[config.mk]
export PLATFORM = sky130hd
export DESIGN_NAME = uart_fifo_bridge
export DESIGN_NICKNAME = d
export VERILOG_FILES = /design/src/rtl/uart_pkg.sv /design/src/rtl/sync_fifo.sv /design/src/rtl/uart_fifo_bridge.sv
export SDC_FILE = /design/constraint.sdc
export NUM_CORES = 1
export LEC_CHECK = 0
export CAP_MARGIN = 10
export CORE_ASPECT_RATIO = 1.1
export CORE_MARGIN = 2
export CORE_UTILIZATION = 49
export DETAILED_ROUTE_END_ITERATION = 16
export GPL_TIMING_DRIVEN = 0
export PLACE_DENSITY = 0.67
export SYNTH_ARGS = -nofsm -noshare
export SYNTH_HDL_FRONTEND = slang
export SYNTH_SLANG_ARGS = --single-unit
[constraint.sdc]
create_clock -name clk -period 3.2 [get_ports clk]
set_clock_uncertainty 0.05 [all_clocks]
set_input_delay 0.64 -clock clk [delete_from_list [all_inputs] [get_ports clk]]
set_output_delay 0.64 -clock clk [all_outputs]
set_load 0.005 [all_outputs]
[src/rtl/uart_pkg.sv]
// ---------------------------------------------------------------------------
// uart_pkg
// Shared definitions for the UART FIFO bridge:
//   UART_DEPTH_LOG2 - default log2 of the FIFO entry count (16 entries)
//   tx_state_e      - TX handshake FSM states (idle / one-cycle hold)
//   rx_state_e      - RX handshake FSM states (idle / one-cycle acknowledge)
// ---------------------------------------------------------------------------
package uart_pkg;

  localparam int UART_DEPTH_LOG2 = 4;

  typedef enum logic {
    TX_IDLE = 1'b0,
    TX_HOLD = 1'b1
  } tx_state_e;

  typedef enum logic {
    RX_IDLE = 1'b0,
    RX_ACK  = 1'b1
  } rx_state_e;

endpackage

[src/rtl/sync_fifo.sv]
// ---------------------------------------------------------------------------
// sync_fifo
// Single-clock show-ahead FIFO with 2^DEPTH_LOG2 entries.
// A push is accepted only when the FIFO is not full at the clock edge (a
// push into a full FIFO is dropped even if a pop happens in the same cycle);
// a pop of an empty FIFO is ignored.
// Ports:
//   clk    - clock, rising edge
//   resetb - asynchronous active-low reset (pointers and count only)
//   push   - write din
//   pop    - discard the head entry
//   din    - write data
//   dout   - head entry (show-ahead, don't-care when empty)
//   count  - occupancy, 0 .. 2^DEPTH_LOG2
//   full   - count == 2^DEPTH_LOG2
//   empty  - count == 0
// ---------------------------------------------------------------------------
module sync_fifo
  import uart_pkg::*;
#(
  parameter int DATA_W     = 8,
  parameter int DEPTH_LOG2 = UART_DEPTH_LOG2
) (
  input  logic                  clk,
  input  logic                  resetb,
  input  logic                  push,
  input  logic                  pop,
  input  logic [DATA_W-1:0]     din,
  output logic [DATA_W-1:0]     dout,
  output logic [DEPTH_LOG2:0]   count,
  output logic                  full,
  output logic                  empty
);

  localparam int DEPTH = 1 << DEPTH_LOG2;
  localparam logic [DEPTH_LOG2:0] FULL_CNT = {1'b1, {DEPTH_LOG2{1'b0}}};

  logic [DATA_W-1:0]     mem [DEPTH];
  logic [DEPTH_LOG2-1:0] wptr;
  logic [DEPTH_LOG2-1:0] rptr;
  logic                  push_ok;
  logic                  pop_ok;

  assign full    = (count == FULL_CNT);
  assign empty   = (count == '0);
  assign push_ok = push & ~full;
  assign pop_ok  = pop & ~empty;
  assign dout    = mem[rptr];

  // Storage is data only; it needs no reset.
  always_ff @(posedge clk) begin
    if (push_ok) begin
      mem[wptr] <= din;
    end
  end

  // Pointers wrap naturally on their DEPTH_LOG2-bit width.
  always_ff @(posedge clk or negedge resetb) begin
    if (!resetb) begin
      wptr  <= '0;
      rptr  <= '0;
      count <= '0;
    end else begin
      if (push_ok) begin
        wptr <= wptr + 1'b1;
      end
      if (pop_ok) begin
        rptr <= rptr + 1'b1;
      end
      case ({push_ok, pop_ok})
        2'b10:   count <= count + 1'b1;
        2'b01:   count <= count - 1'b1;
        default: count <= count;
      endcase
    end
  end

endmodule

[src/rtl/uart_fifo_bridge.sv]
// ---------------------------------------------------------------------------
// uart_fifo_bridge
// Buffers bytes between a CPU-side interface and a byte-wide UART core.
//   TX path: CPU pushes into a 16-entry FIFO; the TX FSM hands the head to
//            the core when core_thre=1 (core_d registered, core_wrtx strobe),
//            then holds one cycle to cover the core's thre update latency.
//   RX path: on core_dv the RX FSM captures {core_fe, core_q} into a FIFO and
//            strobes core_rd for one cycle; the following cycle ignores dv,
//            which the core only drops after seeing core_rd.
// Optional build macro:
//   UART_FIFO_FE_TAG_EN - store the framing-error tag with each RX byte and
//                         present it on rdata_fe (otherwise rdata_fe = 0).
// Ports:
//   clk, resetb                 - clock, asynchronous active-low reset
//   wdata, wr                   - CPU TX byte and push
//   rd                          - CPU pop of the RX head
//   clr_err                     - clear sticky rx_ovf / fe_err
//   rdata, rdata_fe, rx_valid   - RX head byte, its FE tag, RX not empty
//   tx_full, tx_empty           - TX FIFO status
//   tx_count, rx_count          - FIFO occupancies
//   rx_ovf, fe_err              - sticky overflow / framing-error flags
//   core_d, core_wrtx, core_thre- core TX data, write strobe, buffer empty
//   core_q, core_dv, core_fe,
//   core_ove, core_rd           - core RX data, flags and acknowledge
// ---------------------------------------------------------------------------
module uart_fifo_bridge
  import uart_pkg::*;
#(
  parameter int DEPTH_LOG2 = UART_DEPTH_LOG2
) (
  input  logic                clk,
  input  logic                resetb,
  input  logic [7:0]          wdata,
  input  logic                wr,
  input  logic                rd,
  input  logic                clr_err,
  output logic [7:0]          rdata,
  output logic                rdata_fe,
  output logic                tx_full,
  output logic                tx_empty,
  output logic                rx_valid,
  output logic [DEPTH_LOG2:0] tx_count,
  output logic [DEPTH_LOG2:0] rx_count,
  output logic                rx_ovf,
  output logic                fe_err,
  output logic [7:0]          core_d,
  output logic                core_wrtx,
  input  logic                core_thre,
  input  logic [7:0]          core_q,
  input  logic                core_dv,
  input  logic                core_fe,
  input  logic                core_ove,
  output logic                core_rd
);

`ifdef UART_FIFO_FE_TAG_EN
  localparam int RX_W = 9;
`else
  localparam int RX_W = 8;
`endif

  tx_state_e       tx_state;
  tx_state_e       tx_state_nxt;
  rx_state_e       rx_state;
  rx_state_e       rx_state_nxt;
  logic [7:0]      tx_head;
  logic            tx_pop;
  logic [RX_W-1:0] rx_din;
  logic [RX_W-1:0] rx_head;
  logic            rx_cap;
  logic            rx_full;
  logic            rx_empty;
  logic            ovf_set;
  logic            fe_set;

  sync_fifo #(
    .DATA_W     (8),
    .DEPTH_LOG2 (DEPTH_LOG2)
  ) u_tx_fifo (
    .clk    (clk),
    .resetb (resetb),
    .push   (wr),
    .pop    (tx_pop),
    .din    (wdata),
    .dout   (tx_head),
    .count  (tx_count),
    .full   (tx_full),
    .empty  (tx_empty)
  );

  sync_fifo #(
    .DATA_W     (RX_W),
    .DEPTH_LOG2 (DEPTH_LOG2)
  ) u_rx_fifo (
    .clk    (clk),
    .resetb (resetb),
    .push   (rx_cap),
    .pop    (rd),
    .din    (rx_din),
    .dout   (rx_head),
    .count  (rx_count),
    .full   (rx_full),
    .empty  (rx_empty)
  );

`ifdef UART_FIFO_FE_TAG_EN
  assign rx_din   = {core_fe, core_q};
  assign rdata    = rx_head[7:0];
  assign rdata_fe = rx_head[8];
`else
  assign rx_din   = core_q;
  assign rdata    = rx_head;
  assign rdata_fe = 1'b0;
`endif

  assign rx_valid = ~rx_empty;

  // TX FSM state register
  always_ff @(posedge clk or negedge resetb) begin
    if (!resetb) begin
      tx_state <= TX_IDLE;
    end else begin
      tx_state <= tx_state_nxt;
    end
  end

  // TX_HOLD is the cycle core_wrtx is high; the core's thre is not yet
  // updated then, so no new byte may be launched from it.
  always_comb begin
    tx_state_nxt = tx_state;
    tx_pop       = 1'b0;
    core_wrtx    = 1'b0;
    case (tx_state)
      TX_IDLE: begin
        if (!tx_empty && core_thre) begin
          tx_pop       = 1'b1;
          tx_state_nxt = TX_HOLD;
        end
      end
      TX_HOLD: begin
        core_wrtx    = 1'b1;
        tx_state_nxt = TX_IDLE;
      end
      default: tx_state_nxt = TX_IDLE;
    endcase
  end

  // core_d is reset so the core never sees stale data after a reset.
  always_ff @(posedge clk or negedge resetb) begin
    if (!resetb) begin
      core_d <= 8'h00;
    end else if (tx_pop) begin
      core_d <= tx_head;
    end
  end

  // RX FSM state register
  always_ff @(posedge clk or negedge resetb) begin
    if (!resetb) begin
      rx_state <= RX_IDLE;
    end else begin
      rx_state <= rx_state_nxt;
    end
  end

  // RX_ACK drives core_rd; core_dv is still high in that cycle and is
  // deliberately ignored so a byte is captured only once.
  always_comb begin
    rx_state_nxt = rx_state;
    rx_cap       = 1'b0;
    core_rd      = 1'b0;
    case (rx_state)
      RX_IDLE: begin
        if (core_dv) begin
          rx_cap       = 1'b1;
          rx_state_nxt = RX_ACK;
        end
      end
      RX_ACK: begin
        core_rd      = 1'b1;
        rx_state_nxt = RX_IDLE;
      end
      default: rx_state_nxt = RX_IDLE;
    endcase
  end

  assign ovf_set = rx_cap & (rx_full | core_ove);
  assign fe_set  = rx_cap & core_fe;

  // Sticky flags: a set event in the clear cycle wins.
  always_ff @(posedge clk or negedge resetb) begin
    if (!resetb) begin
      rx_ovf <= 1'b0;
      fe_err <= 1'b0;
    end else begin
      rx_ovf <= ovf_set | (rx_ovf & ~clr_err);
      fe_err <= fe_set  | (fe_err & ~clr_err);
    end
  end

endmodule
==> Word level (Yosys, flattened, before mapping) <==
Memory sizes are Yosys's and may differ from the RTL's. A register that Yosys moved wholly into a read port is not among the register bits.
Cells that the tools add are included.
{ "totals": {"ram_bits": 256, "rom_bits": 0, "mem_count": 2, "ff_bits": 30, "input_bits": 25, "latchBits": 0, "output_inout_bits": 34} }
{ "classes": {"muxes": 14, "eq_ne": 6, "n_shift": 0, "magnitude_cmp": 0, "mul": 0, "reduce_logical": 7, "add_sub_neg": 8, "div": 0, "bitwise_logic": 18} }
{ "memory_table": {"columns": ["memory", "words", "word_bits", "read_ports", "rd_ports_with_merged_regs", "write_ports", "line", "rtl"], "rows": [
  ["u_rx_fifo.mem", 16, 8, 1, 0, 1, "sync_fifo.sv:38", "logic [DATA_W-1:0] mem [DEPTH];"],
  ["u_tx_fifo.mem", 16, 8, 1, 1, 1, "sync_fifo.sv:38", null]
]} }
{ "op_table": {"columns": ["op", "count"], "rows": [
  ["one-hot mux 5 bit (2 select lines)", 2],
  ["adder 4 x 1 -> 4 bit (second input constant)", 4],
  ["adder 5 x 1 -> 5 bit (second input constant)", 2],
  ["== test 5 bit (second input constant)", 2],
  ["zero test 5 bit", 2],
  ["two-way mux 1 bit", 10],
  ["subtractor 5 x 1 -> 5 bit (second input constant)", 2],
  ["AND 1 bit", 8],
  ["inverter 1 bit", 7],
  ["== test 2 x 1 -> 1 bit (second input constant)", 2],
  ["== test 2 bit (second input constant)", 2],
  ["one-hot mux 1 bit (2 select lines)", 2],
  ["nonzero test 2 bit", 2],
  ["OR 1 bit", 3],
  ["zero test 1 bit", 2],
  ["logical AND 1 bit", 1]
]} }

==> Depth between registers and ports, before layout <==
{ "logic_depth": {"depth_word": 8, "ltp_mapped": 13, "ltp_nobuf": 11} }

==> Modules after synthesis <==
A second synthesis with hierarchy kept.
{ "unflattened": {"hier_cells": 694, "area_unflattened_um2": 12051.6} }
{ "modules_own_cells": {"columns": ["module", "cells_per_inst", "area_each_um2", "n_inst"], "rows": [
  ["sync_fifo", 332, 5779.3, 2],
  ["uart_fifo_bridge", 30, 493.0, 1]
]} }

==> Worst setup path after synthesis <==
No wires, ideal clock.
{ "synth_path": {"path_type": "flip-flop to flip-flop", "from": "register u_tx_fifo.count[0]", "to": "register u_tx_fifo.count[4]", "required_ns": 3.025, "path_slack_ns": 0.204, "arrival_ns": 2.821, "setup_ns": 0.125, "stages_incl_launch_ff": 14, "cell_sequence": "dfrtp_1 -> nor4_1 -> nor2b_1 -> or3b_2 -> buf_4 -> buf_2 -> inv_1 -> ha_1 -> fa_1 -> a21o_1 -> a21oi_1 -> xor2_1 -> nor2_1 -> xor2_1"} }
{ "synth_via": {"elab_chain_len": 8, "word_cells_on_any_way": 16} }
{ "synth_rtl": {"columns": ["item", "line", "rtl"], "rows": [
  ["from (decl)", "sync_fifo.sv:30", "output logic [DEPTH_LOG2:0] count,"],
  ["from (signal assigned)", "sync_fifo.sv:71", "2'b10: count <= count + 1'b1;"],
  ["from (signal assigned)", "sync_fifo.sv:72", "2'b01: count <= count - 1'b1;"],
  ["from (signal assigned)", "sync_fifo.sv:73", "default: count <= count;"],
  ["zero test 5 bit *", "sync_fifo.sv:45", "assign empty = (count == '0);"],
  ["named net tx_empty", "uart_fifo_bridge.sv:40", "output logic tx_empty,"],
  ["zero test 1 bit", "uart_fifo_bridge.sv:135", "if (!tx_empty && core_thre) begin"],
  ["logical AND 1 bit", "uart_fifo_bridge.sv:135", null],
  ["two-way mux 1 bit", "uart_fifo_bridge.sv:135", null],
  ["two-way mux 1 bit", "uart_fifo_bridge.sv:133", "case (tx_state)"],
  ["AND 1 bit *", "sync_fifo.sv:47", "assign pop_ok = pop & ~empty;"],
  ["named net u_tx_fifo.pop_ok", "sync_fifo.sv:42", "logic pop_ok;"],
  ["== test 2 x 1 -> 1 bit or == test 2 bit (tied branches)", "sync_fifo.sv:70", "case ({push_ok, pop_ok})"],
  ["one-hot mux 5 bit (2 select lines) or nonzero test 2 bit (tied branches)", null, null]
]} }
Mark *: on every way through the listed nets, which the timed path passes. The rest lies on a longest branch.
A chain may end at the register's enable or synchronous reset.

==> Worst setup path after layout <==
{ "layout_path": {"from": "register u_rx_fifo.rptr[0]", "to": "output port rdata[7]"} }
{ "layout_via": {"elab_chain_len": 1} }
{ "layout_rtl": {"columns": ["item", "line", "rtl"], "rows": [
  ["from (decl)", "sync_fifo.sv:40", "logic [DEPTH_LOG2-1:0] rptr;"],
  ["from (signal assigned)", "sync_fifo.sv:68", "rptr <= rptr + 1'b1;"],
  ["memory read (16 x 8 bit)", null, null],
  ["to (decl)", "uart_fifo_bridge.sv:37", "output logic [7:0] rdata,"]
]} }
No other way between the ends.

==> impl_metrics.py <==
metrics = {
    "run_status": {
        "outcome": "finished clean",
    },
    "routing": {
        "remaining_number_of_nets_flagged_by_the_antenna_check_after_routing": 0,
        "drt-pass1-iter-count": 5,
        "detail_route.wirelength_um": 23700,
        "drt-initial-drc-count": 362,
        "avgRoutedWirePerCell_um": 22.9,
        "count_of_vias_placed_by_the_detailed_router": 5801,
        "drcViolationCount": 0,
        "detail_route.vias_per_cell": 5.60,
    },
    "sta": {
        "rsz0062_at_grt": "true",
        "timing.fmax_ghz": 0.314,
        "postLayoutSetupSlackWorst_ns": 0.0174,
        "worst_slew_margin_rel_pct": 41.2,
        "post-route-period-util_pct": 99.5,
        "worst_pin_slew_ns": 0.878,
        "timing.final.hold_violations": 0,
        "final-setup-viol-count": 0,
        "slew_violations": 0,
        "layout_min_cycle_time_ns": 3.18,
    },
    "cts": {
        "cts_buffers": 30,
        "clock_tree.htree_level_count": 1,
        "cts_sinks": 294,
        "clock_tree.root_cell": "clkbuf_16",
        "tritoncts": "built",
        "ctsLongestPathBuffers": 3,
        "clk_pin_slew_ns": 0.06,
        "insertion_delay_ns": 0.55,
    },
    "die": {
        "dieWidth_um": 153,
        "die_h_um": 167,
        "coreArea_um2": 23800,
        "num_io_pins": 59,
        "placementRows": 59,
        "design.die.area_um2": 25500,
        "starting_density_of_the_core_pct": 50.1,
    },
    "final_layout": {
        "multi_input_area_um2": 2950,
        "finish.utilization_pct": 59.0,
        "area_growth_from_synthesis_to_layout_pct": 17.9,
        "drive_above_1_share_pct": 25.3,
        "final.fill_count": 1742,
        "num-nets-final": 751,
        "diodes": 0,
        "layoutNonFillerInstCount": 1035,
        "regArea_um2": 8640,
    },
    "yosys": {
        "synth.yosys.warnings": 0,
        "proportion_of_netlist_area_held_by_the_largest_area_contributor_pct": 64.6,
        "number_of_synthesized_flops_with_an_enable_pin": 256,
        "synth-seq-area-share_pct": 72.6,
        "ys_ff_latch": 294,
        "synth_largest_area_cell": "edfxtp_1",
        "async_flop_share_pct": 12.9,
        "postSynth.topFlopCell": "edfxtp_1",
        "postSynthCellCount": 599,
        "syn-mean-instance-area_um2": 19.9,
        "synth_top_cells_by_area": "edfxtp_1 65%, dfrtp_1 8.0%, mux4_2 7.9%",
        "mappedNetlistNets": 644,
        "ys_types": 37,
        "mappedNetlistArea_um2": 11900,
    },
    "critical_path": {
        "reg2regPathDepth": 12,
        "path_buf_inv": 4,
        "critical_path_class": "reg2out",
        "cp.arrival_ns": 2.49,
        "crit_path_frequent_cell": "buf_6",
        "critPathRequiredTime_ns": 2.51,
        "worstReg2RegStart": "u_tx_fifo.count[1]$_DFFE_PN0P_",
        "worst_path_largest_cell_delay_ns": 0.53,
        "rr_endpoint": "u_tx_fifo.count[4]$_DFFE_PN0P_",
        "regToRegSetupSlack_ns": 0.16,
        "path_max_fanout": 6,
        "critical_path.endpoint_type": "output port",
        "crit_path_cell_trace": "buf_6, buf_6, buf_6, mux4_2, mux4_2, buf_6",
        "critical_path.slowest_cell": "mux4_2",
        "worst_path_dominant_cell_family": "multiplexers",
        "crit_path_start_kind": "register",
    },
    "power": {
        "switching_share_pct": 28.7,
        "vdd_ir_drop_max_mv": 0.554,
        "p_comb_share_pct": 32.0,
        "p_sw_w": 0.00363,
        "power_density_nw_per_um2": 902,
        "p_leak_nw": 4.83,
        "power_frac_seq_pct": 39.4,
        "internal-power_w": 0.00903,
        "clock_power_share_pct": 28.6,
    },
    "min_path": {
        "holdCritPathClass": "in2async",
    },
    "global_routing": {
        "number_of_antenna_violations_at_the_first_check_in_global_routing": 0,
        "first_global_vias": 6039,
        "global_route.overflow_total": 0,
        "wire_length_of_the_first_global_routing_pass_um": 36700,
        "grt.total_usage_pct": 18.9,
        "grt_start_max_net_pins": 21,
    },
    "placed_design": {
        "detailedPlace.worstSlack_ns": -0.433,
        "finalWeightedCongestion": 0.756,
        "dp.final_hpwl_um": 15800,
        "placedCellCount": 962,
        "numPortBuffers": 57,
    },
    "flow_run": {
        "cap_viol_max_count": 0,
    },
}
==> logic make-up after synthesis <==
group / after synthesis / share of synthesized area (%)
and+or+nand+nor: 91 / 3.75
DFF: 294 / 72.6
muxes: 90 / 16.2
other: 1 / 0.0315
xor gates and xnor gates: 21 / 1.55
AOI/OAI and AO/OA: 35 / 1.58
buffers and inverters: 47 / 2.08
adders and majority gates: 20 / 2.23
==> worst max-delay path by stage <==
stage,start,to,slack (ns),depth (start not counted)
CTS,u_rx_fifo.rptr[0]$_DFFE_PN0P_,rdata[0],-0.13,6
global placement,core_thre,u_tx_fifo.count[4]$_DFFE_PN0P_,-0.39,12
global route,u_tx_fifo.count[1]$_DFFE_PN0P_,u_tx_fifo.count[4]$_DFFE_PN0P_,-0.05,12
finish,u_rx_fifo.rptr[0]$_DFFE_PN0P_,rdata[7],0.02,6
floorplan,u_tx_fifo.count[0]$_DFFE_PN0P_,u_tx_fifo.count[4]$_DFFE_PN0P_,0.20,13
detailed placement,core_thre,u_tx_fifo.count[4]$_DFFE_PN0P_,-0.43,12
==> power by group through the flow <==
| stage | combinational [W] | sequential, W | clock (W) |
|---|---|---|---|
| floorplan | 0.00248 | 0.00496 | 0 |
| global placement | 0.00372 | 0.00499 | 0 |
| detailed placement | 0.00385 | 0.00502 | 0 |
| CTS | 0.00408 | 0.00499 | 0.00369 |
| global route | 0.00439 | 0.00504 | 0.00384 |
| finish | 0.00405 | 0.00499 | 0.00363 |
==> cell type report <==
type | count | area share (%)
Clock buffer | 36 | 5.51
Buffer | 27 | 1.37
Sequential cell | 294 | 61.6
Timing Repair Buffer | 79 | 5.46
Inverter | 16 | 0.428
Tap cell | 305 | 2.72
Multi-Input combinational cell | 258 | 21.1
Clock inverter | 20 | 1.89
==> layer usage <==
metal | GRT usage (%) | vias up | wire [um]
met1 | 24.4 | 3041 | 9410
met4 | 4.03 | 0 | 388
met2 | 34.3 | 153 | 12800
met5 | 0 | - | 0
met3 | 2.64 | 32 | 1140
li1 | - | 2575 | -
==> synth_stat cells (8+ instances only) <==
master      n
xnor2_1    15
clkbuf_1   10
o21ai_0    13
nor2_1     14
and2_1     18
dfrtp_1    38
inv_1      16
nand2_1    37
mux4_1     30
mux2i_1     8
o21ai_1    12
edfxtp_1  256
mux4_2     42
mux2_2     10
ha_1       18
==> placed cells by master, fill, tap and decap left out, drive strengths merged, types with 4 or more instances in the layout <==
| cell | netlist | final |
|---|---|---|
| clkinv | 0 | 12 |
| nor3 | 5 | 5 |
| mux2 | 10 | 10 |
| o21ai | 25 | 25 |
| mux4 | 72 | 72 |
| ha | 18 | 18 |
| a21oi | 6 | 6 |
| xor2 | 6 | 6 |
| nor2 | 14 | 14 |
| nand2 | 37 | 37 |
| mux2i | 8 | 8 |
| nand2b | 4 | 4 |
| clkbuf | 10 | 49 |
| bufinv | 0 | 6 |
| clkdlybuf4s50 | 0 | 48 |
| and2 | 18 | 18 |
| buf | 21 | 45 |
| dfrtp | 38 | 38 |
| edfxtp | 256 | 256 |
| inv | 16 | 16 |
| xnor2 | 15 | 15 |
| nand4 | 4 | 4 |
==> what timing repair did <==
action / CTS / global route
pin swaps: 1 / 1
buffers inserted: 13 / 5
cloned: 1 / 0
hold buffers: 0 / 0
resized for setup: 72 / 17
setup endpoints to repair: 11 / 9
==> registers in the layout (all words and copies together), names as in the netlist <==
signal,flops
u_rx_fifo.wptr,4
u_tx_fifo.count,5
core_d,8
u_rx_fifo.rptr,4
u_tx_fifo.rptr,4
u_tx_fifo.mem,128
rx_state,1
u_rx_fifo.mem,128
rx_ovf,1
tx_state,1
fe_err,1
u_tx_fifo.wptr,4
u_rx_fifo.count,5
==> metrics by stage <==
step	setup TNS [ns]	hold WS (ns)	cell area (um2)	total power (W)
after global routing	-0.245	0.0474	14000	0.0133
after global placement	-2.91	0.424	12900	0.00871
after CTS	-0.338	0.0210	14000	0.0128
final	0	0.0248	14000	0.0127
after floorplan	0	0.294	11900	0.00743
after detailed placement	-7.94	0.425	12900	0.00887
Note: power is estimated with default switching activity, not from simulation.
